`config.mk`:
```
export PLATFORM = sky130hd
export DESIGN_NAME = usib_csr_slave
export DESIGN_NICKNAME = d
export VERILOG_FILES = /design/src/rtl/usib_csr_slave.sv
export SDC_FILE = /design/constraint.sdc
export NUM_CORES = 1
export LEC_CHECK = 0
export BUFFER_PORTS_ARGS = -buffer_cell sky130_fd_sc_hd__buf_4
export CAP_MARGIN = 30
export CORE_MARGIN = 3
export CORE_UTILIZATION = 48
export DETAILED_ROUTE_END_ITERATION = 7
export GPL_ROUTABILITY_DRIVEN = 0
export HOLD_SLACK_MARGIN = 0.12
export PLACE_DENSITY_LB_ADDON = 0.12
export SYNTH_ARGS = -nofsm -noshare
export SYNTH_HDL_FRONTEND = slang
export SYNTH_SLANG_ARGS = --single-unit
```
`constraint.sdc`:
```
create_clock -name iSCLK -period 4.5 [get_ports iSCLK]
set_clock_uncertainty 0.1 [all_clocks]
set_input_delay 0.225 -clock iSCLK [delete_from_list [all_inputs] [get_ports iSCLK]]
set_output_delay 0.225 -clock iSCLK [all_outputs]
set_load 0.005 [all_outputs]
```
`src/rtl/usib_csr_slave.sv`:
```
// UltraSimpleInterfaceBus slave endpoint: decodes interconnect commands for one block,
// holds RW controls, exposes RO status and keeps a sticky W1C event register with IRQ.
//
// state | meaning
// sIdle | no command held; next hit executes
// sHold | a command executed and is still on the bus; only a new address word executes
module usib_csr_slave #(
  parameter logic [3:0]  pBlockId      = 4'd0,
  parameter int          pUsiBusWidth  = 32,
  parameter int          pCsrAdrsWidth = 16,
  parameter int          pRwNum        = 4,
  parameter int          pRoNum        = 2,
  parameter logic [31:0] pRwInit       = 32'h0
) (
  input  logic                    iSCLK,
  input  logic                    iSRST,
  input  logic [pUsiBusWidth-1:0] iSUsiAdrs,
  input  logic [pUsiBusWidth-1:0] iSUsiWd,
  output logic [pUsiBusWidth-1:0] oSUsiRd,
  output logic [pRwNum*32-1:0]    oCsrRw,
  output logic [pRwNum-1:0]       oCsrWe,
  input  logic [pRoNum*32-1:0]    iCsrRo,
  input  logic [31:0]             iEvent,
  output logic                    oIrq
);

  localparam int cEvtSts = pRwNum + pRoNum;
  localparam int cEvtEn  = cEvtSts + 1;

  typedef enum logic {sIdle, sHold} tState;

  tState                     state, stateNext;
  logic [pUsiBusWidth-1:0]   rLastAdrs;
  logic [31:0]               rwReg [pRwNum];
  logic [31:0]               rEvtSts, rEvtEn;

  logic [1:0]                cmd;
  logic [3:0]                blkId;
  logic [pCsrAdrsWidth-1:0]  csrIdx;
  logic                      hit, exec, doWr, doRd;

  logic [31:0]               rdMux;
  logic [pRwNum-1:0]         rwWrEn;
  logic [31:0]               stsClr;
  logic                      enWr;

  assign cmd    = iSUsiAdrs[31:30];
  assign blkId  = iSUsiAdrs[19:16];
  assign csrIdx = iSUsiAdrs[pCsrAdrsWidth-1:0];
  assign hit    = (cmd != 2'b00) && (blkId == pBlockId);
  // The full address word, including ignored bits, distinguishes a new transaction.
  assign exec   = hit && ((state == sIdle) || (iSUsiAdrs != rLastAdrs));
  assign doWr   = exec && cmd[0];
  assign doRd   = exec && cmd[1];

  always_ff @(posedge iSCLK) begin
    if (iSRST) state <= sIdle;
    else       state <= stateNext;
  end

  always_comb begin
    stateNext = state;
    if (!hit)      stateNext = sIdle;
    else if (exec) stateNext = sHold;
  end

  always_comb begin
    rdMux  = '0;
    rwWrEn = '0;
    stsClr = '0;
    enWr   = 1'b0;
    for (int k = 0; k < pRwNum; k++) begin
      if (csrIdx == pCsrAdrsWidth'(k)) begin
        rdMux     = rwReg[k];
        rwWrEn[k] = doWr;
      end
    end
    for (int k = 0; k < pRoNum; k++) begin
      if (csrIdx == pCsrAdrsWidth'(pRwNum + k)) rdMux = iCsrRo[k*32 +: 32];
    end
    if (csrIdx == pCsrAdrsWidth'(cEvtSts)) begin
      rdMux = rEvtSts;
      if (doWr) stsClr = iSUsiWd;
    end
    if (csrIdx == pCsrAdrsWidth'(cEvtEn)) begin
      rdMux = rEvtEn;
      enWr  = doWr;
    end
  end

  always_ff @(posedge iSCLK) begin
    if (iSRST) begin
      for (int k = 0; k < pRwNum; k++) rwReg[k] <= pRwInit;
      rEvtSts   <= '0;
      rEvtEn    <= '0;
      oSUsiRd   <= '0;
      oCsrWe    <= '0;
      oIrq      <= 1'b0;
      rLastAdrs <= '0;
    end else begin
      for (int k = 0; k < pRwNum; k++) begin
        if (rwWrEn[k]) rwReg[k] <= iSUsiWd;
      end
      oCsrWe  <= rwWrEn;
      // Set wins over clear so an event arriving during the W1C is not lost.
      rEvtSts <= (rEvtSts & ~stsClr) | iEvent;
      if (enWr) rEvtEn <= iSUsiWd;
      oIrq    <= |(rEvtSts & rEvtEn);
      if (doRd) oSUsiRd <= rdMux;
      if (exec) rLastAdrs <= iSUsiAdrs;
    end
  end

  for (genvar g = 0; g < pRwNum; g++) begin : gRwOut
    assign oCsrRw[g*32 +: 32] = rwReg[g];
  end

endmodule

```
==> results of run 1 <==
[timing repair]
item	CTS	global route
endpoints found under the hold margin	222	0
setup endpoints to repair	0	0
resized for setup	0	0
hold buffers	97	0
[how the worst max path moves through the flow]
stage / slack [ns] / from / to
2_1_floorplan: 0.11 / iSUsiAdrs[1] / rwReg[0][0]
3_3_place_gp: 0.72 / iSUsiAdrs[2] / rwReg[3][16]
3_5_place_dp: 0.80 / iSUsiAdrs[2] / rwReg[3][16]
4_1_cts: 1.13 / iSUsiAdrs[12] / rwReg[3][6]
5_1_grt: 0.92 / iSUsiAdrs[9] / rEvtSts[19]
6_report: 1.09 / iSUsiAdrs[12] / rwReg[3][19]
[sequential cells by signal, summed over array words and instances, names as in the netlist]
name       flops
oSUsiRd       32
oIrq           1
oCsrWe         4
rLastAdrs     32
rwReg        128
rEvtEn        32
state          1
rEvtSts       32
[placed cells by master, fill, tap and decap left out, drive strengths merged, types with 2 or more instances in the layout]
| cell type | instances |
|---|---|
| nor2 | 259 |
| edfxtp | 128 |
| a22o | 5 |
| o211ai | 6 |
| clkbuf | 33 |
| a311oi | 32 |
| o2111ai | 25 |
| bufinv | 5 |
| xor2 | 31 |
| a21oi | 59 |
| nor4b | 2 |
| inv | 38 |
| nand3 | 32 |
| clkinvlp | 2 |
| nor2b | 27 |
| o41ai | 6 |
| nand2 | 92 |
| nor3 | 24 |
| a221oi | 4 |
| a22oi | 8 |
| or4 | 4 |
| o22ai | 31 |
| mux2 | 26 |
| mux4 | 6 |
| o21ai | 108 |
| nor4 | 21 |
| nand4 | 7 |
| nor3b | 5 |
| buf | 353 |
| dfxtp | 134 |
| clkinv | 12 |
| mux2i | 70 |
| a21boi | 25 |
| dlygate4sd3 | 97 |
[synth_stat cells (27+ instances only)]
| cell | instances |
|---|---|
| nor2_1 | 258 |
| nand2_1 | 92 |
| xor2_1 | 31 |
| inv_1 | 35 |
| mux2i_1 | 70 |
| nor2b_1 | 27 |
| a311oi_1 | 32 |
| clkbuf_1 | 69 |
| o21ai_0 | 108 |
| o22ai_1 | 31 |
| nand3_1 | 31 |
| edfxtp_1 | 128 |
| a21oi_1 | 59 |
| dfxtp_1 | 134 |
[worst max-delay path: stages]
cell,delay (ns)
dlygate4sd3_1,0.54
buf_4,0.15
xor2_1,0.17
nor4_1,0.32
nand4_1,0.27
or4_4,0.82
nand4_1,0.57
o21ai_4,0.25
buf_16,0.26
[cell type report]
class | count | area (um2)
Fill cell | 2144 | 8760
Sequential cell | 262 | 6530
Multi-Input combinational cell | 925 | 5650
Timing Repair Buffer | 450 | 3650
Clock buffer | 33 | 751
Tap cell | 335 | 419
Clock inverter | 21 | 240
Inverter | 36 | 135
[layer usage]
layer | GRT usage (%) | wire [um] | part of all wire [%] | vias up
li1 | - | - | - | 5547
met1 | 44.5 | 18800 | 41 | 5746
met2 | 47.3 | 20700 | 45 | 736
met3 | 4.97 | 4870 | 11 | 73
met4 | 9.82 | 1380 | 3.0 | 0
met5 | 0 | 0 | 0 | -
[logic make-up after synthesis]
family                    Yosys count  share of synthesized area, %
AOI/OAI and AO/OA                 314                          15.7
buffers and inverters             148                          5.16
and+or+nand+nor                   477                          16.4
DFF                               262                          51.1
muxes                             102                          9.39
xor gates and xnor gates           32                          2.19
[power groups by stage]
stage	Sequential, mW	Combinational, mW	Clock [mW]
after global placement	2.71	0.604	0
after CTS	2.66	0.688	2.48
after global routing	2.67	0.752	2.58
after detailed placement	2.71	0.617	0
final	2.66	0.698	2.46
after floorplan	2.68	0.272	0
[stage by stage]
step | setup slack [ns] | instances | utilization [%] | instance area, um2
after global placement | 0.724 | 1909 | 58.8 | 15400
after global routing | 0.918 | 2062 | 66.5 | 17400
after detailed placement | 0.798 | 1911 | 59.0 | 15400
after floorplan | 0.113 | 1335 | - | 12800
final | 1.09 | 2062 | 66.5 | 17400
after CTS | 1.13 | 2062 | 66.5 | 17400
==> results.json, run 1 <==
{
  "viasPerCell": 5.87,
  "p_switching_mw": 1.42,
  "critPathArrivalTime_ns": 3.60,
  "synth_top_area_share_pct": 30.1,
  "drt.antenna.violating_nets": 0,
  "wl_per_cell_um": 22.2,
  "finalSetupViolations": 0,
  "drc": 0,
  "clock-sinks": 262,
  "yosys_warnings": 0,
  "hold_viol": 0,
  "clockBufferDepth": 3,
  "dr.pass1.iters": 5,
  "hpwl_mm": 32.0,
  "syn_area_um2": 12800,
  "grt_max_degree": 93,
  "port_buffers": 326,
  "rsz0062_at_grt": "no",
  "worst_hold_path.num_cells": 5,
  "worstPathRequired_ns": 4.69,
  "synth_edf_count": 128,
  "diodes": 0,
  "cts_max_level": 1,
  "status": "completed",
  "finalCritPeriodShare_pct": 75.9,
  "p_int_mw": 4.41,
  "grt_pass1_vias": 11300,
  "design.die.area_um2": 28600,
  "clkTransAtPathRegs_ns": 0.06,
  "power_density_nw_per_um2": 335,
  "synth_seq_cells": 262,
  "die_h_um": 169,
  "synthCells": 1335,
  "maxSlewHeadroom_pct": 37.2,
  "end_kind": "register",
  "hold_path_class": "in -> reg",
  "antenna_found_initial": 0,
  "clock_latency_ns": 0.55,
  "rows": 59,
  "ys.flop_type": "dfxtp_1",
  "cts_made_buffers": 29,
  "swShare_pct": 24.3,
  "num_vias": 12100,
  "tns_ns": 0,
  "worst-r2r-setup-slack_ns": 1.16,
  "holdCritStartpoint": "iCsrRo[32]",
  "min_period_ns": 3.41,
  "grt_pass1_wl_mm": 68.2,
  "cp_max_fo": 31,
  "synthToLayoutAreaGrowth_pct": 36.0,
  "timing.rr.end": "rwReg[3][19]",
  "grt_overflow": 0,
  "io_pins": 327,
  "synthTopCellsByArea": "edfxtp_1 (30%), dfxtp_1 (21%), nor2_1 (7.6%), mux2i_1 (5.5%), o21ai_0 (4.2%)",
  "yosys.area.top_type": "edfxtp_1",
  "vdd_drop_max_mv": 0.287,
  "comb_power_share_pct": 12.0,
  "first_iter_violations": 1309,
  "total_power_mw": 5.82,
  "grtUsageTotal_pct": 30.7,
  "die_w_um": 169,
  "seq_power_share_pct": 45.7,
  "synth-async-reset-ratio_pct": 0,
  "synth_fp_nets": 1497,
  "cts_tree": "yes",
  "core_um2": 26100,
  "fin_nets": 1866,
  "maxCapViolCount": 0,
  "yosysSeqAreaShare_pct": 51.1,
  "synth_cell_types": 50,
  "r2r_start": "rLastAdrs[3]",
  "floorplan.initialDensity_pct": 48.9,
  "whs_endpoint": "oSUsiRd[0]",
  "holdWs_ns": 0.155,
  "worst-slew-pin-transition_ns": 0.942,
  "clockPowerShare_pct": 42.3,
  "ff2ff_path_depth": 7,
  "fmaxAchievable_mhz": 293,
  "leakagePower_nw": 6.80,
  "post-cts-setup-buffers": 0,
  "cts-root-buf": "clkbuf_16",
  "maxSlewViolCount": 0,
  "syn_area_per_cell_um2": 9.57,
  "wl_mm": 45.7,
  "drive_gt1_share_pct": 26.0,
  "cp-start-kind": "input port",
  "path_class": "in -> reg"
}
No activity file was read; power rests on OpenSTA's default activity.
==> run 2: changes to the inputs <==
ABC_AREA = 1   (was default)
CORE_UTILIZATION = 54   (was 48)
clock period = 3.3 ns   (was 4.5 ns; I/O delays follow)
==> results.json, run 2 <==
{
  "status": "completed",
  "die_h_um": 162,
  "yosysSeqAreaShare_pct": 49.9,
  "wl_per_cell_um": 19.9,
  "synth_fp_nets": 1965,
  "drt.antenna.violating_nets": 0,
  "cts-root-buf": "clkbuf_16",
  "core_um2": 23600,
  "grtUsageTotal_pct": 38.4,
  "design.die.area_um2": 26100,
  "worst-slew-pin-transition_ns": 1.01,
  "min_period_ns": 3.10,
  "finalSetupViolations": 0,
  "synthCells": 1803,
  "synth_cell_types": 29,
  "clkTransAtPathRegs_ns": 0.06,
  "crit_chain": "dlygate4sd3_1 -> buf_4 -> nor2_1 -> nand2_1 -> nor2_4 -> nand2_2 -> nor3_4 -> nor2_1 -> nand2_1 -> nand2_1 -> dlygate4sd3_1 -> nand2_1 -> a21oi_1",
  "drive_gt1_share_pct": 18.6,
  "clock_latency_ns": 0.57,
  "num-fill-cells": 1609,
  "dpl_cell_area_um2": 15800,
  "synth_seq_cells": 262,
  "place_inst": 2389,
  "cts_made_buffers": 29,
  "maxSlewHeadroom_pct": 32.7,
  "worst_hold_path.num_cells": 7,
  "wl_met2_mm": 25.1,
  "multi_input_area_um2": 5250,
  "synth-async-reset-ratio_pct": 0,
  "cts_tree": "yes",
  "leakagePower_nw": 8.97,
  "end_kind": "register",
  "cts_max_level": 1,
  "top_layer": "met5",
  "final_cells": 2631,
  "num_vias": 14600,
  "r2r_start": "rLastAdrs[5]",
  "largest-register": "rwReg",
  "crit_start": "iSUsiAdrs[15]",
  "maxCapViolCount": 0,
  "vdd_drop_max_mv": 0.396,
  "grt_overflow": 0,
  "path_class": "in -> reg",
  "rows": 56,
  "io_pins": 327,
  "cp-start-kind": "input port",
  "power_density_nw_per_um2": 423,
  "grt_pass1_vias": 14000,
  "antenna_found_initial": 2,
  "slowest_delay_ns": 0.57,
  "yosysMostFrequentCell": "nor2_1",
  "grt_max_degree": 90,
  "syn_area_um2": 13100,
  "critPathArrivalTime_ns": 3.45,
  "synth_top_area_share_pct": 29.4,
  "slowest_stage": "nor3_4",
  "final_area_um2": 18700,
  "fin_nets": 2450,
  "die_w_um": 162,
  "wl_mm": 52.3,
  "dr_wl_met3_mm": 5.85,
  "hold_viol": 0,
  "synth_commonest_cells": "nor2_1 (446), nand2_1 (444), inv_1 (228), dfxtp_1 (134), edfxtp_1 (128)",
  "tns_ns": 0,
  "hold_path_class": "in -> reg",
  "seqCellArea_um2": 6530,
  "viasPerCell": 5.53,
  "cp_max_fo": 17,
  "final_cell_mix": "nor2_1 (445), nand2_1 (444), buf_4 (355)",
  "critPathMostFrequentCell": "nand2_1",
  "grt_pass1_wl_mm": 77.9,
  "dr.pass1.iters": 8,
  "syn_area_per_cell_um2": 7.25,
  "yosys.area.top_type": "edfxtp_1",
  "yosys_warnings": 0,
  "fmaxAchievable_mhz": 323,
  "wirelength_met1_mm": 18.1,
  "worstPathRequired_ns": 3.65,
  "floorplan.initialDensity_pct": 55.4,
  "clock-sinks": 262,
  "clockBufferDepth": 3,
  "largest_reg_flops": 128,
  "port_buffers": 326,
  "holdCritStartpoint": "iSUsiAdrs[18]",
  "synthTopCellsByArea": "edfxtp_1 (29%), dfxtp_1 (21%), nor2_1 (13%), nand2_1 (13%), inv_1 (6.5%)",
  "final_common_cell": "nor2_1",
  "first_iter_violations": 2054,
  "ff2ff_path_depth": 11,
  "post-cts-setup-buffers": 0,
  "synth_edf_count": 128,
  "finalCritPeriodShare_pct": 93.9,
  "rsz0062_at_grt": "no",
  "maxSlewViolCount": 0,
  "hpwl_mm": 34.1,
  "drc": 0,
  "synthToLayoutAreaGrowth_pct": 42.8,
  "ys.flop_type": "dfxtp_1"
}
## run 2: cell count changes after synthesis, moves of 56 or more
cell	before	now
mux2i_1	70	0
inv_1	35	228
nand4_1	7	63
nor2_1	258	446
o21ai_0	108	38
nand2_1	92	444
## run 2: where the power goes
part	total, mW	internal (mW)	switching, mW
clock network	3.43	2.03	1.40
registers	3.63	3.53	0.102
logic	0.823	0.427	0.396
## run 2: critical path: cells and delay by family
kind	cells	cell delay (ns)
AOI/OAI and AO/OA	1	0.06
buffers and inverters	3	1.25
and+or+nand+nor	9	1.95
## run 2: kinds of logic (layout without fill, tap and decap cells)
family / after synthesis / in the layout / share of synthesized area [%]
AOI/OAI and AO/OA: 139 / 139 / 5.84
and+or+nand+nor: 1063 / 1064 / 33.3
xor gates and xnor gates: 13 / 13 / 0.871
DFF: 262 / 262 / 49.9
buffers and inverters: 326 / 833 / 10.1
other: 0 / 1 / 0
## run 2: cell type report
type                            count  share of cell area (%)
Sequential cell                   262                    35.0
Antenna cell                        1                  0.0134
Clock buffer                       33                    4.02
Clock inverter                     21                    1.35
Multi-Input combinational cell   1216                    28.1
Tap cell                          319                    2.14
Inverter                          234                    4.70
Timing Repair Buffer              545                    24.7
## run 2: metrics by stage
step | power, mW | setup slack (ns) | utilization [%] | hold WS [ns]
2_1_floorplan | 3.89 | 0.929 | - | 0.199
3_3_place_gp | 4.32 | 0.665 | 66.8 | 0.295
3_5_place_dp | 4.33 | 0.625 | 66.8 | 0.309
4_1_cts | 7.85 | 0.109 | 79.0 | 0.179
5_1_grt | 8.08 | 0.0659 | 79.1 | 0.237
6_report | 7.89 | 0.200 | 79.1 | 0.221
## run 2: what timing repair did
action,4_1_cts,5_1_grt
hold endpoints to repair,254,0
hold buffers,186,0
setup endpoints to repair,0,12
resized for setup,0,2
## run 2: worst paths after layout
path                                 endpoint  slack [ns]
worst max-delay path               oSUsiRd[7]        0.20
worst min-delay path                    state        0.22
worst max register to register      rEvtEn[5]        0.64
worst min register to register  rLastAdrs[17]        0.38
## run 2: layer usage
metal | vias up | track usage, %
met5 | - | 0
met4 | 2 | 19.4
met3 | 226 | 8.00
met2 | 1038 | 65.5
met1 | 6650 | 46.0
li1 | 6644 | -
==> run 3: changes to the inputs <==
CELL_PAD_IN_SITES_DETAIL_PLACEMENT = 1   (was default)
CELL_PAD_IN_SITES_GLOBAL_PLACEMENT = 1   (was default)
CORE_UTILIZATION = 38   (was 54)
clock period = 3.12 ns   (was 3.3 ns; I/O delays follow)
==> results.json, run 3 (synthesis gave the netlist of run 2 again) <==
{
  "status": "completed",
  "tns_ns": 0,
  "finalSetupViolations": 0,
  "fmaxAchievable_mhz": 335,
  "grt_pass1_vias": 15800,
  "grt_max_degree": 39,
  "path_class": "in -> reg",
  "final_common_cell": "nor2_1",
  "final_cell_mix": "nor2_1 (446), nand2_1 (442), buf_4 (362)",
  "vdd_drop_max_mv": 0.390,
  "num-fill-cells": 4148,
  "met1_usage_pct": 39.1,
  "maxCapViolCount": 0,
  "largest-register": "rwReg",
  "fin_nets": 2471,
  "grt_use_met2_pct": 57.8,
  "cts_max_level": 1,
  "cp-start-kind": "input port",
  "drc": 0,
  "min_period_ns": 2.99,
  "critPathArrivalTime_ns": 3.36,
  "maxSlewHeadroom_pct": 49.2,
  "holdCritStartpoint": "iCsrRo[1]",
  "drt.antenna.violating_nets": 0,
  "crit_start": "iSUsiAdrs[14]",
  "port_buffers": 326,
  "met3_usage_pct": 5.13,
  "finalCritPeriodShare_pct": 95.7,
  "top_usage_layer": "met2",
  "floorplan.initialDensity_pct": 38.8,
  "clock-sinks": 262,
  "grt_overflow": 0,
  "die_h_um": 191,
  "cts_tree": "yes",
  "r2r_start": "rLastAdrs[6]",
  "largest_reg_flops": 128,
  "hpwl_mm": 41.8,
  "cp_max_fo": 27,
  "drive_gt1_share_pct": 18.7,
  "worst-slew-pin-transition_ns": 0.753,
  "io_pins": 327,
  "grtUsageTotal_pct": 33.4,
  "synthToLayoutAreaGrowth_pct": 45.4,
  "end_kind": "register",
  "cts-root-buf": "clkbuf_16",
  "wl_mm": 62.3,
  "pre_cts_slack_ns": 0.554,
  "num_vias": 14600,
  "post-cts-setup-buffers": 0,
  "rsz0062_at_grt": "no",
  "clockBufferDepth": 3,
  "clock_latency_ns": 0.58,
  "antenna_found_initial": 4,
  "hold_path_class": "in -> reg",
  "total_power_mw": 8.45,
  "wl_per_cell_um": 22.4,
  "cts_made_buffers": 31,
  "clkTransAtPathRegs_ns": 0.06,
  "setup_ws_ns": 0.134,
  "core_um2": 33700,
  "design.die.area_um2": 36700,
  "first_iter_violations": 979,
  "grt_pass1_wl_mm": 92.7,
  "leakagePower_nw": 9.11,
  "viasPerCell": 5.24,
  "hold_viol": 0,
  "maxSlewViolCount": 0,
  "worstPathRequired_ns": 3.49,
  "die_w_um": 191,
  "power_density_nw_per_um2": 445,
  "dr.pass1.iters": 5,
  "rows": 67
}
run 3: cell types whose count changed in the layout (fill, tap and decap cells not counted), moves of 2 or more:
| cell | change |
|---|---|
| diode_2 | +3 |
| buf_4 | +7 |
| bufinv_16 | -2 |
| clkbuf_1 | +5 |
| buf_12 | -4 |
| nand2_1 | -2 |
| clkbuf_8 | +3 |
| clkbuf_16 | +2 |
| dlygate4sd3_1 | +14 |
| buf_6 | +3 |
| clkinvlp_2 | -2 |
run 3: layout make-up:
class,instances,area [um2],share of cell area [%]
flip-flops and latches,262,6530,34.3
clock buffers,43,861,4.53
multi-input cells,1215,5250,27.6
inverters,234,881,4.64
clock inverters,15,166,0.876
well taps,448,561,2.95
repair buffers,565,4750,25.0
diodes,4,10.0,0.0527
run 3: power by group:
group / total [mW] / internal (mW) / switching (mW)
clock network: 3.71 / 2.17 / 1.54
logic: 0.887 / 0.447 / 0.440
registers: 3.85 / 3.74 / 0.116
run 3: final timing paths:
check | depth (start not counted) | slack (ns) | endpoint
worst max-delay path | 15 | 0.13 | oSUsiRd[5]
worst min-delay path | 7 | 0.14 | oSUsiRd[1]
worst max register to register | 13 | 0.24 | rEvtEn[3]
worst min register to register | 2 | 0.37 | rLastAdrs[18]
run 3: critical path, cell delays in order:
cell and delay (ns):
dlygate4sd3_1 0.55, buf_4 0.15, nor2_1 0.12, nand2_1 0.13
nor2_4 0.31, buf_6 0.29, nand2_1 0.20, inv_4 0.24
nand2_1 0.10, nand4_1 0.11, nor2_1 0.12, nand3_1 0.10
dlygate4sd3_1 0.55, nor2_1 0.05, nor2_1 0.17
run 3: per-layer routing:
| layer | routed length, um | vias up | part of all wire [%] |
|---|---|---|---|
| met2 | 30100 | 647 | 48 |
| li1 | - | 6694 | - |
| met5 | 13 | - | 0.021 |
| met1 | 23700 | 7041 | 38 |
| met4 | 4340 | 2 | 7.0 |
| met3 | 4200 | 208 | 6.7 |
run 3: what timing repair did:
item                                    in CTS  in global routing
gates resized for setup                      0                  8
hold endpoints to repair                   254                  0
endpoints found under the setup margin       0                 30
hold buffers                               200                  0
run 3: per-stage QoR:
stage	instance area [um2]	hold WS [ns]	utilization, %	cells
floorplan	13100	0.190	-	1803
global placement	15900	0.288	47.3	2523
detailed placement	15900	0.300	47.3	2524
CTS	19000	0.124	56.3	2782
global route	19000	0.186	56.4	2784
finish	19000	0.140	56.4	2786
